File: src/rtl/mem_port_arbiter_pkg.sv
// Shared types for the fetch/data RAM port arbiter (mem_port_arbiter).
package mem_arb_pkg;

  localparam int MEM_ARB_CNT_W = 32;

  typedef enum logic [1:0] {
    ARB_IDLE    = 2'd0,
    ARB_WAIT_IF = 2'd1,
    ARB_WAIT_D  = 2'd2
  } arb_state_t;

  typedef enum logic [1:0] {
    OWN_NONE = 2'd0,
    OWN_IF   = 2'd1,
    OWN_D    = 2'd2
  } arb_owner_t;

endpackage

File: src/rtl/mem_port_arbiter_if.sv
// Single-port RAM request/response bundle; master = arbiter side, slave = RAM side.
interface mem_port_arbiter_if #(
  parameter int ADDR_W = 32,
  parameter int DATA_W = 32
);
  logic                  req;
  logic                  we;
  logic [DATA_W/8-1:0]   be;
  logic [ADDR_W-1:0]     addr;
  logic [DATA_W-1:0]     wdata;
  logic                  gnt;
  logic                  rvalid;
  logic [DATA_W-1:0]     rdata;

  modport master (output req, we, be, addr, wdata, input gnt, rvalid, rdata);
  modport slave  (input req, we, be, addr, wdata, output gnt, rvalid, rdata);
endinterface

File: src/rtl/mem_port_arbiter_perf.sv
// Wrapping grant/conflict counters for mem_port_arbiter; compiled only with MEM_ARB_PERF_EN.
`ifdef MEM_ARB_PERF_EN
module mem_arb_perf
  import mem_arb_pkg::*;
(
  input  logic                     clk_i,
  input  logic                     n_rst,
  input  logic                     if_gnt_i,
  input  logic                     d_gnt_i,
  input  logic                     conflict_i,
  output logic [MEM_ARB_CNT_W-1:0] perf_if_cnt_o,
  output logic [MEM_ARB_CNT_W-1:0] perf_d_cnt_o,
  output logic [MEM_ARB_CNT_W-1:0] perf_conflict_cnt_o
);
  logic [MEM_ARB_CNT_W-1:0] if_cnt_q, if_cnt_d;
  logic [MEM_ARB_CNT_W-1:0] d_cnt_q, d_cnt_d;
  logic [MEM_ARB_CNT_W-1:0] cf_cnt_q, cf_cnt_d;

  always_comb begin
    if_cnt_d = if_cnt_q + MEM_ARB_CNT_W'(if_gnt_i);
    d_cnt_d  = d_cnt_q  + MEM_ARB_CNT_W'(d_gnt_i);
    cf_cnt_d = cf_cnt_q + MEM_ARB_CNT_W'(conflict_i);
  end

  always_ff @(posedge clk_i or negedge n_rst) begin
    if (!n_rst) begin
      if_cnt_q <= '0;
      d_cnt_q  <= '0;
      cf_cnt_q <= '0;
    end else begin
      if_cnt_q <= if_cnt_d;
      d_cnt_q  <= d_cnt_d;
      cf_cnt_q <= cf_cnt_d;
    end
  end

  assign perf_if_cnt_o       = if_cnt_q;
  assign perf_d_cnt_o        = d_cnt_q;
  assign perf_conflict_cnt_o = cf_cnt_q;
endmodule
`endif

File: src/rtl/mem_port_arbiter.sv
// Fetch/data arbiter for the shared instruction/data RAM port; one transaction in flight.
// Optional performance counters are enabled by defining MEM_ARB_PERF_EN.
module mem_port_arbiter
  import mem_arb_pkg::*;
#(
  parameter int ADDR_W       = 32,
  parameter int DATA_W       = 32,
  parameter int STARVE_LIMIT = 4
) (
  input  logic                clk_i,
  input  logic                n_rst,
  input  logic                flush_i,
  input  logic                if_req_i,
  input  logic [ADDR_W-1:0]   if_addr_i,
  output logic                if_gnt_o,
  output logic                if_rvalid_o,
  output logic [DATA_W-1:0]   if_rdata_o,
  input  logic                d_req_i,
  input  logic                d_we_i,
  input  logic [DATA_W/8-1:0] d_be_i,
  input  logic [ADDR_W-1:0]   d_addr_i,
  input  logic [DATA_W-1:0]   d_wdata_i,
  output logic                d_gnt_o,
  output logic                d_rvalid_o,
  output logic [DATA_W-1:0]   d_rdata_o,
`ifdef MEM_ARB_PERF_EN
  output logic [MEM_ARB_CNT_W-1:0] perf_if_cnt_o,
  output logic [MEM_ARB_CNT_W-1:0] perf_d_cnt_o,
  output logic [MEM_ARB_CNT_W-1:0] perf_conflict_cnt_o,
`endif
  mem_port_arbiter_if.master  mem
);
  localparam int SW = $clog2(STARVE_LIMIT + 1);

  arb_state_t state_q, state_d;
  arb_owner_t owner;
  logic [SW-1:0] starve_q, starve_d;
  logic          drop_q, drop_d;
  logic          idle, starved;

  // Owner is only ever non-none out of reset, which gates every request-side output.
  always_comb begin
    idle    = (state_q == ARB_IDLE);
    starved = (starve_q == SW'(STARVE_LIMIT));
    owner   = OWN_NONE;
    if (idle && n_rst) begin
      if (if_req_i && !flush_i && (!d_req_i || starved)) owner = OWN_IF;
      else if (d_req_i)                                   owner = OWN_D;
    end
  end

  always_comb begin
    mem.req   = (owner != OWN_NONE);
    mem.we    = 1'b0;
    mem.be    = '0;
    mem.addr  = '0;
    mem.wdata = '0;
    if (owner == OWN_IF) begin
      mem.be   = '1;
      mem.addr = if_addr_i;
    end else if (owner == OWN_D) begin
      mem.we    = d_we_i;
      mem.be    = d_be_i;
      mem.addr  = d_addr_i;
      mem.wdata = d_wdata_i;
    end
    if_gnt_o = (owner == OWN_IF) && mem.gnt;
    d_gnt_o  = (owner == OWN_D)  && mem.gnt;
  end

  // A flush coinciding with the response cancels it directly; drop_q covers earlier flushes.
  always_comb begin
    if_rvalid_o = n_rst && (state_q == ARB_WAIT_IF) && mem.rvalid && !drop_q && !flush_i;
    d_rvalid_o  = n_rst && (state_q == ARB_WAIT_D)  && mem.rvalid;
    if_rdata_o  = if_rvalid_o ? mem.rdata : '0;
    d_rdata_o   = d_rvalid_o  ? mem.rdata : '0;
  end

  always_comb begin
    state_d  = state_q;
    starve_d = starve_q;
    drop_d   = drop_q;
    unique case (state_q)
      ARB_IDLE: begin
        drop_d = 1'b0;
        if (if_gnt_o) begin
          state_d  = ARB_WAIT_IF;
          starve_d = '0;
        end else if (d_gnt_o) begin
          state_d  = ARB_WAIT_D;
          starve_d = !if_req_i ? '0 : (starved ? starve_q : starve_q + SW'(1));
        end
      end
      ARB_WAIT_IF: begin
        if (flush_i) drop_d = 1'b1;
        if (mem.rvalid) begin
          state_d = ARB_IDLE;
          drop_d  = 1'b0;
        end
      end
      ARB_WAIT_D: begin
        if (mem.rvalid) state_d = ARB_IDLE;
      end
      default: state_d = ARB_IDLE;
    endcase
  end

  always_ff @(posedge clk_i or negedge n_rst) begin
    if (!n_rst) begin
      state_q  <= ARB_IDLE;
      starve_q <= '0;
      drop_q   <= 1'b0;
    end else begin
      state_q  <= state_d;
      starve_q <= starve_d;
      drop_q   <= drop_d;
    end
  end

`ifdef MEM_ARB_PERF_EN
  mem_arb_perf u_perf (
    .clk_i               (clk_i),
    .n_rst               (n_rst),
    .if_gnt_i            (if_gnt_o),
    .d_gnt_i             (d_gnt_o),
    .conflict_i          (idle && if_req_i && d_req_i),
    .perf_if_cnt_o       (perf_if_cnt_o),
    .perf_d_cnt_o        (perf_d_cnt_o),
    .perf_conflict_cnt_o (perf_conflict_cnt_o)
  );
`endif
endmodule
File: src/flat_wrapper.sv
// flat-port wrapper written by rule: the top's interface ports become plain ports
module mem_port_arbiter_flat import mem_arb_pkg::*;
#(
  parameter int ADDR_W       = 32,
  parameter int DATA_W       = 32,
  parameter int STARVE_LIMIT = 4
)
  (clk_i, n_rst, flush_i, if_req_i, if_addr_i, if_gnt_o, if_rvalid_o, if_rdata_o, d_req_i, d_we_i, d_be_i, d_addr_i, d_wdata_i, d_gnt_o, d_rvalid_o, d_rdata_o, mem_req, mem_we, mem_be, mem_addr, mem_wdata, mem_gnt, mem_rvalid, mem_rdata);
  mem_port_arbiter_if #(.ADDR_W(ADDR_W), .DATA_W(DATA_W)) mem_i ();
  input  logic clk_i;
  input  logic n_rst;
  input  logic flush_i;
  input  logic if_req_i;
  input  logic [ADDR_W-1:0] if_addr_i;
  output logic if_gnt_o;
  output logic if_rvalid_o;
  output logic [DATA_W-1:0] if_rdata_o;
  input  logic d_req_i;
  input  logic d_we_i;
  input  logic [DATA_W/8-1:0] d_be_i;
  input  logic [ADDR_W-1:0] d_addr_i;
  input  logic [DATA_W-1:0] d_wdata_i;
  output logic d_gnt_o;
  output logic d_rvalid_o;
  output logic [DATA_W-1:0] d_rdata_o;
  output wire logic [$bits(mem_i.req)-1:0] mem_req;
  output wire logic [$bits(mem_i.we)-1:0] mem_we;
  output wire logic [$bits(mem_i.be)-1:0] mem_be;
  output wire logic [$bits(mem_i.addr)-1:0] mem_addr;
  output wire logic [$bits(mem_i.wdata)-1:0] mem_wdata;
  input wire logic [$bits(mem_i.gnt)-1:0] mem_gnt;
  input wire logic [$bits(mem_i.rvalid)-1:0] mem_rvalid;
  input wire logic [$bits(mem_i.rdata)-1:0] mem_rdata;
  assign mem_req = mem_i.req;
  assign mem_we = mem_i.we;
  assign mem_be = mem_i.be;
  assign mem_addr = mem_i.addr;
  assign mem_wdata = mem_i.wdata;
  assign mem_i.gnt = mem_gnt;
  assign mem_i.rvalid = mem_rvalid;
  assign mem_i.rdata = mem_rdata;
  mem_port_arbiter #(.ADDR_W(ADDR_W), .DATA_W(DATA_W), .STARVE_LIMIT(STARVE_LIMIT)) u_core (.clk_i(clk_i), .n_rst(n_rst), .flush_i(flush_i), .if_req_i(if_req_i), .if_addr_i(if_addr_i), .if_gnt_o(if_gnt_o), .if_rvalid_o(if_rvalid_o), .if_rdata_o(if_rdata_o), .d_req_i(d_req_i), .d_we_i(d_we_i), .d_be_i(d_be_i), .d_addr_i(d_addr_i), .d_wdata_i(d_wdata_i), .d_gnt_o(d_gnt_o), .d_rvalid_o(d_rvalid_o), .d_rdata_o(d_rdata_o), .mem(mem_i));
endmodule
File: config.mk
export PLATFORM = sky130hd
export DESIGN_NAME = mem_port_arbiter_flat
export DESIGN_NICKNAME = d
export VERILOG_FILES = /design/src/rtl/mem_port_arbiter_pkg.sv /design/src/rtl/mem_port_arbiter_if.sv /design/src/rtl/mem_port_arbiter_perf.sv /design/src/rtl/mem_port_arbiter.sv /design/src/flat_wrapper.sv
export SDC_FILE = /design/constraint.sdc
export NUM_CORES = 1
export LEC_CHECK = 0
export ABC_AREA = 1
export BUFFER_PORTS_ARGS = -buffer_cell sky130_fd_sc_hd__buf_2
export CAP_MARGIN = 40
export CELL_PAD_IN_SITES_DETAIL_PLACEMENT = 0
export CELL_PAD_IN_SITES_GLOBAL_PLACEMENT = 1
export CORE_MARGIN = 1
export CORE_UTILIZATION = 16
export DETAILED_ROUTE_END_ITERATION = 8
export PLACE_DENSITY_LB_ADDON = 0.1
export SYNTH_ARGS = -nofsm -noshare
export SYNTH_HDL_FRONTEND = slang
export SYNTH_SLANG_ARGS = --single-unit
File: constraint.sdc
create_clock -name clk_i -period 1.8 [get_ports clk_i]
set_input_delay 0 -clock clk_i [delete_from_list [all_inputs] [get_ports clk_i]]
set_output_delay 0 -clock clk_i [all_outputs]
set_load 0.05 [all_outputs]
==> qor.csv, run 1 <==
metric;value;unit
floorplan.rows;38;
worst_ir_drop_vdd;0.317;mV
netlist.area_leader.share;22.8;%
clk_latency;230;ps
rsz0062_at_grt;yes;
total_switching_power;1.84;mW
grt-ovfl-total;0;
die_height;109;um
numPortBuffers;277;
critical_path.startpoint_type;register;
critPathCaptureType;output pin;
run_status;completed;
cp_top_family;buffers and inverters;
signed_area_change_from_the_synthesized_netlist_to_the_final_layout;149;%
power_frac_seq;6.4;%
route.antenna.remaining_nets;0;
fin_worst_skew;0.253;ps
worst_ep_required_time;1800;ps
list_of_cells_traversed_by_the_critical_path;inv_2 > buf_4 > ha_4 > nand2_1 > inv_2 > nand3_4 > clkbuf_16 > nor2_1 > clkbuf_4;
dp.final_hpwl;6.67;mm
nFillCells;1136;
grt_first_pass_wirelength;12.2;mm
floorplan.initialDensity;16.7;%
layout.cells.most_common_list;buf_2 (176), inv_1 (105), buf_6 (79), nor2_1 (60), nor2_2 (41);
crit_path_max_fanout;8;
finish.instance_area;4550;sq um
cp_data_arrival_time;1780;ps
finalPower;3.31;mW
number_of_antenna_violations_at_the_first_check_in_global_routing;0;
synth.avg_cell_area;5.16;sq um
p_leak;2.84;nW
avgRoutedWirePerCell;13.0;um
synth-seq-cells;6;
power_frac_clock;11.1;%
timing.final.setup_violations;0;
maxSlewViolCount;0;
yosysSeqAreaShare;8.20;%
worst_setup_hold_path_clk_slew;30;ps
post_synth_num_cell_types;23;
die_x;109;um
hold_ws;106;ps
cts_root_buffer;clkbuf_16;
netlist_top_cells_area;inv_1 (23%), nor2_1 (21%), o21ai_2 (12%);
grt_max_degree;38;
cellInternalPower;1.47;mW
syn-instance-count;355;
power_density;726;nW/um^2
floorplan.die_area;11900;sq um
cap_viol_max_count;0;
crit_buf_inv;5;
cp_slowest_stage_delay;380;ps
wirelength;10.2;mm
timing.hold.worst.class;in -> reg;
cpMostUsedCell;inv_2;
post_route_fraction_of_the_period_consumed_by_the_critical_path;98.9;%
timing.max_slew.rel_slack;81.6;%
dr_total_vias;3220;
netSwitchingFraction;55.5;%
detail_route.first_pass.iterations;4;
globalplace.congestion;0.746;
cts_tree;done;
drive_gt1_share;62.9;%
pwr-share-comb;82.6;%
detailedRoute.firstIterationViolations;146;
detailed_place.area;3350;sq um
syn_nets;500;
antenna_cells;0;
synth_area;1830;sq um
yosysTopAreaCell;inv_1;
worst-setup-path-type;reg -> out;
critical-path-slowest-cell;dfrtp_1;
number_of_global_route_vias_before_repair;2725;
clock_sinks;6;
ctsHtreeMaxLevel;1;
worst_pin_slew;275;ps
finalNetCount;791;
numCtsBuffers;3;
yosys_warnings;0;
grt_usage;12.8;%
vias_per_cell;4.11;
drc;0;
layout_commonest_cell;buf_2;
design.core.area;11000;sq um
report.final.hold_viol_count;0;
cts-root-to-sink-buffers;2;
fmax;562;MHz
design.portCount;278;
timing.final.crit_period;1780;ps
[per-layer routing]
metal | routed length, um | up-vias | track usage [%]
met2 | 5820 | 175 | 27.3
met5 | 0 | - | 0
met3 | 894 | 10 | 2.45
met4 | 103 | 0 | 2.70
met1 | 3350 | 1430 | 12.1
li1 | - | 1605 | -
[kinds of logic after synthesis]
group	count (synthesis)	synth area share [%]
buffers and inverters	132	31.5
AND/OR/NAND/NOR	174	41.4
adder cells (fa/ha/maj)	5	3.42
AO/OA/AOI/OAI	38	15.5
flip-flops	6	8.20
[synth_stat cells]
cell type  count
a21oi_1        2
buf_12         2
buf_2          6
buf_4          7
buf_6          2
clkbuf_1       3
dfrtp_1        6
ha_1           5
inv_1        111
inv_2          1
nand2_1       24
nand2_2        2
nand2_4        1
nand3_1       38
nand3_4        1
nand4_1        3
nor2_1       101
nor2_2         2
nor2_8         1
nor3_1         1
o21ai_0        9
o21ai_1        2
o21ai_2       25
[registers in the layout (all words and copies together), names as in the netlist]
register	flops
u_core.drop_q	1
u_core.starve_q	3
u_core.state_q	2
[metrics by stage]
step | utilization, % | setup WS, ps | setup TNS [ps] | std cells
floorplan | - | -322 | -2260 | 355
global placement | 30.5 | 143 | 0 | 760
detailed placement | 30.5 | 110 | 0 | 760
CTS | 34.0 | 3.25 | 0 | 773
global route | 41.4 | -48.9 | -847 | 784
finish | 41.4 | 20.4 | 0 | 784
[worst reg2reg max path: stages (launching register included)]
cell and delay [ps]:
dfrtp_1 370, inv_2 90, ha_4 140, nand2_2 70, nor2_4 150, buf_6 140, buf_4 100, nand4_1 120
nand2_1 150, nand2_1 70, o21ai_1 90
[path summary, 6_finish.rpt]
kind,slack [ps],from,cells after the start,to
max in group asynchronous,1420,n_rst,3,u_core.state_q[0]$_DFFE_PN0P_
setup reg to reg,210,u_core.state_q[0]$_DFFE_PN0P_,10,u_core.starve_q[1]$_DFFE_PN0P_
setup / recovery,20,u_core.state_q[1]$_DFFE_PN0P_,9,if_rdata_o[22]
hold reg to reg,570,u_core.starve_q[1]$_DFFE_PN0P_,2,u_core.starve_q[1]$_DFFE_PN0P_
hold / removal,110,mem_rvalid,4,u_core.drop_q$_DFFE_PN0P_
min in group asynchronous,250,n_rst,3,u_core.starve_q[0]$_DFFE_PN0P_
[timing repair]
item / in CTS / in global routing
endpoints found under the hold margin: 6 / 0
setup buffers: 7 / 2
gates resized for setup: 77 / 212
hold buffers: 1 / 0
pin swaps: 0 / 1
gates cloned: 2 / 9
endpoints found under the setup margin: 71 / 104
[power by group through the flow]
stage | combinational [mW] | clock, mW | sequential [mW]
2_1_floorplan | 1.53 | 0 | 0.202
3_3_place_gp | 2.05 | 0 | 0.208
3_5_place_dp | 2.04 | 0 | 0.208
4_1_cts | 2.33 | 0.367 | 0.207
5_1_grt | 2.90 | 0.376 | 0.214
6_report | 2.73 | 0.365 | 0.210
[cell type report]
cell class / count / area, sq um / area share [%]
Clock buffer: 3 / 75.1 / 1.65
Timing Repair Buffer: 306 / 2380 / 52.2
Inverter: 112 / 420 / 9.24
Tap cell: 140 / 175 / 3.85
Multi-Input combinational cell: 217 / 1350 / 29.7
Sequential cell: 6 / 150 / 3.30
Power figures use the tool's default switching activity.
==> run 2, diff against run 1 <==
==> constraint.sdc (replaced) <==
create_clock -name clk_i -period 1.8 [get_ports clk_i]
set_input_delay 0.09 -clock clk_i [delete_from_list [all_inputs] [get_ports clk_i]]
set_output_delay 0.09 -clock clk_i [all_outputs]
set_load 0.05 [all_outputs]
==> run 2 against run 1 <==
The run now ends with negative setup slack left. Final area is 10% higher. Total power is 9.3% higher. Sequential share of layout area down 0.31 points. Critical path depth up 1. Final cell count is 1.5% higher. Setup slack worse by 62 ps. Maximum frequency shrank 3.3%. Clock skew increased by 1.4 ps. Sequential power about the same. Die area unchanged. Core utilization is 4.3 points higher. Critical path type unchanged. Critical endpoint is now mem_addr[28].
==> qor.csv, run 2 (synthesis gave the netlist of run 1 again) <==
metric;value;unit;change
run_status;complete, but fails checks;;
violations_in_the_final_reports;negative setup slack;;
maxSlewViolCount;0;;unchanged
finalPower;3.61;mW;+9.3%
worst_setup_hold_path_clk_slew;30;ps;about the same
number_of_antenna_violations_at_the_first_check_in_global_routing;0;;unchanged
clock_sinks;6;;unchanged
detail_route.first_pass.iterations;4;;unchanged
worst_ep_required_time;1710;ps;-90 ps
ctsHtreeMaxLevel;1;;unchanged
clk_latency;230;ps;about the same
cp_slowest_stage_delay;390;ps;about the same
worst-setup-path-type;reg -> out;;
list_of_cells_traversed_by_the_critical_path;inv_2 > ha_4 > nand2_4 > nor2_4 > buf_6 > buf_12 > buf_16 > nand3_1 > o21ai_2 > buf_6;;
cts_root_buffer;clkbuf_16;;
cpMostUsedCell;buf_6;;
antenna_cells;0;;unchanged
globalplace.congestion;0.776;;+4.1%
die_x;109;um;unchanged
netSwitchingFraction;53.4;%;-2.1 points
grt_max_degree;36;;-5.3%
wirelength;10.8;mm;+6.2%
timing.max_slew.rel_slack;79.9;%;-1.7 points
grt_first_pass_wirelength;13.9;mm;+14%
layout_commonest_cell;buf_2;;
post_route_fraction_of_the_period_consumed_by_the_critical_path;102;%;+3.4 points
drive_gt1_share;69.1;%;+6.2 points
dp.final_hpwl;7.06;mm;+5.8%
worst_ir_drop_vdd;0.423;mV;+34%
finish.instance_area;5020;sq um;+10%
numCtsBuffers;3;;unchanged
crit_buf_inv;5;;unchanged
dr_total_vias;3306;;+2.7%
grt_usage;14.8;%;+2.0 points
timing.final.setup_violations;59;;+59
design.portCount;278;;unchanged
pwr-share-comb;84.1;%;+1.5 points
critical_path.startpoint_type;register;;
p_leak;2.96;nW;+4.4%
timing.hold.worst.class;in -> reg;;
placedCellCount;760;;unchanged
floorplan.rows;38;;unchanged
detailed_place.area;3430;sq um;+2.4%
drc;0;;unchanged
signed_area_change_from_the_synthesized_netlist_to_the_final_layout;175;%;
die_height;109;um;unchanged
cts_tree;done;;
timing.final.crit_period;1840;ps;+61.6 ps
cap_viol_max_count;0;;unchanged
route.antenna.remaining_nets;0;;unchanged
critPathCaptureType;output pin;;
cp_data_arrival_time;1750;ps;-30 ps
floorplan.die_area;11900;sq um;unchanged
slack_of_the_critical_path;-41.2;ps;-61.6 ps
numPortBuffers;277;;unchanged
critical-path-slowest-cell;dfrtp_1;;
cellInternalPower;1.68;mW;+14%
vias_per_cell;4.15;;+1.1%
finalNetCount;803;;+1.5%
worst_pin_slew;300;ps;+24.9 ps
total_switching_power;1.93;mW;+5.2%
largest-register;u_core.starve_q;;
largest_register_ff_count;3;;unchanged
avgRoutedWirePerCell;13.6;um;+4.6%
layout.cells.most_common_list;buf_2 (169), inv_1 (105), buf_6 (99), nor2_2 (53), nor2_1 (42);;
fmax;543;MHz;-3.3%
cts-root-to-sink-buffers;2;;unchanged
reg.largest.list;u_core.starve_q: 3 flops, u_core.state_q: 2 flops, u_core.drop_q: 1 flops;;
detailedRoute.firstIterationViolations;97;;-34%
power_frac_seq;5.8;%;-0.6 points
crit_path_max_fanout;9;;+1
number_of_global_route_vias_before_repair;2959;;+8.6%
floorplan.initialDensity;16.7;%;unchanged
fin_cells;796;;+1.5%
power_density;719;nW/um^2;-0.99%
report.final.hold_viol_count;0;;unchanged
rsz0062_at_grt;yes;;
power_frac_clock;10.0;%;-1.1 points
fin_worst_skew;1.63;ps;+1.38 ps
design.core.area;11000;sq um;unchanged
cp_top_family;buffers and inverters;;
grt-ovfl-total;0;;unchanged
run 2: changes by cell type in the layout (fill, tap and decap cells not counted), moves of 7 or more:
cell | before | now
nand3_2 | 6 | 21
buf_2 | 176 | 169
clkbuf_4 | 9 | 0
nor2_1 | 60 | 42
nor2_2 | 41 | 53
buf_6 | 79 | 99
nand3_1 | 31 | 15
run 2: worst paths after layout:
path | start | endpoint | slack (ps) | cells past startpoint
worst min register to register | u_core.drop_q$_DFFE_PN0P_ | u_core.drop_q$_DFFE_PN0P_ | 580 | 2
worst min-delay path | mem_rvalid | u_core.drop_q$_DFFE_PN0P_ | 200 | 4
min in group asynchronous | n_rst | u_core.state_q[0]$_DFFE_PN0P_ | 460 | 3
max in group asynchronous | n_rst | u_core.starve_q[0]$_DFFE_PN0P_ | 1110 | 3
worst max register to register | u_core.state_q[1]$_DFFE_PN0P_ | u_core.starve_q[0]$_DFFE_PN0P_ | 160 | 11
worst max-delay path | u_core.state_q[1]$_DFFE_PN0P_ | mem_addr[28] | -40 | 10
run 2: power groups by stage:
stage | registers (mW) | clock network, mW | logic, mW
after floorplan | 0.202 | 0 | 1.54
after global placement | 0.206 | 0 | 2.09
after detailed placement | 0.209 | 0 | 2.09
after CTS | 0.209 | 0.368 | 2.69
after global routing | 0.217 | 0.383 | 3.22
final | 0.211 | 0.362 | 3.04
run 2: what timing repair did:
action | 4_1_cts | 5_1_grt
gates resized for setup | 159 | 202
setup endpoints to repair | 75 | 127
gates cloned | 5 | 7
hold buffers | 1 | 0
setup buffers | 13 | 7
endpoints found under the hold margin | 6 | 0
pin swaps | 1 | 7
run 2: worst register-to-register path, cell delays in order, from the launching register on:
cell	delay (ps)
dfrtp_1	390
inv_2	100
ha_4	150
nand2_4	60
nor2_4	110
buf_6	130
buf_4	100
buf_4	100
nand4_1	130
nand2_1	160
nand2_1	70
o21ai_1	70
run 2: final cells by class:
class | instances | area [sq um]
clock buffers | 3 | 75.1
fillers | 1102 | 5960
inverters | 112 | 420
multi-input cells | 217 | 1520
flip-flops and latches | 6 | 150
well taps | 140 | 175
repair buffers | 318 | 2680
run 2: layer usage:
metal  vias up  global-route usage (%)  routed length [um]
met5         -                       0                   0
met4         0                    2.41                  81
met3         6                    2.51                 891
met2       164                    31.1                6080
met1      1502                    15.0                3740
li1       1634                       -                   -
run 2: stage by stage:
| stage | TNS [ps] | utilization [%] | hold WS [ps] | setup WS, ps |
|---|---|---|---|---|
| 2_1_floorplan | -1530 | - | -206 | -51.3 |
| 6_report | -1310 | 45.8 | 197 | -41.2 |
| 4_1_cts | -722 | 38.7 | 162 | -31.4 |
| 3_5_place_dp | 0 | 31.2 | 37.3 | 17.3 |
| 3_3_place_gp | 0 | 31.2 | 39.6 | 50.4 |
| 5_1_grt | -7810 | 45.8 | 241 | -124 |
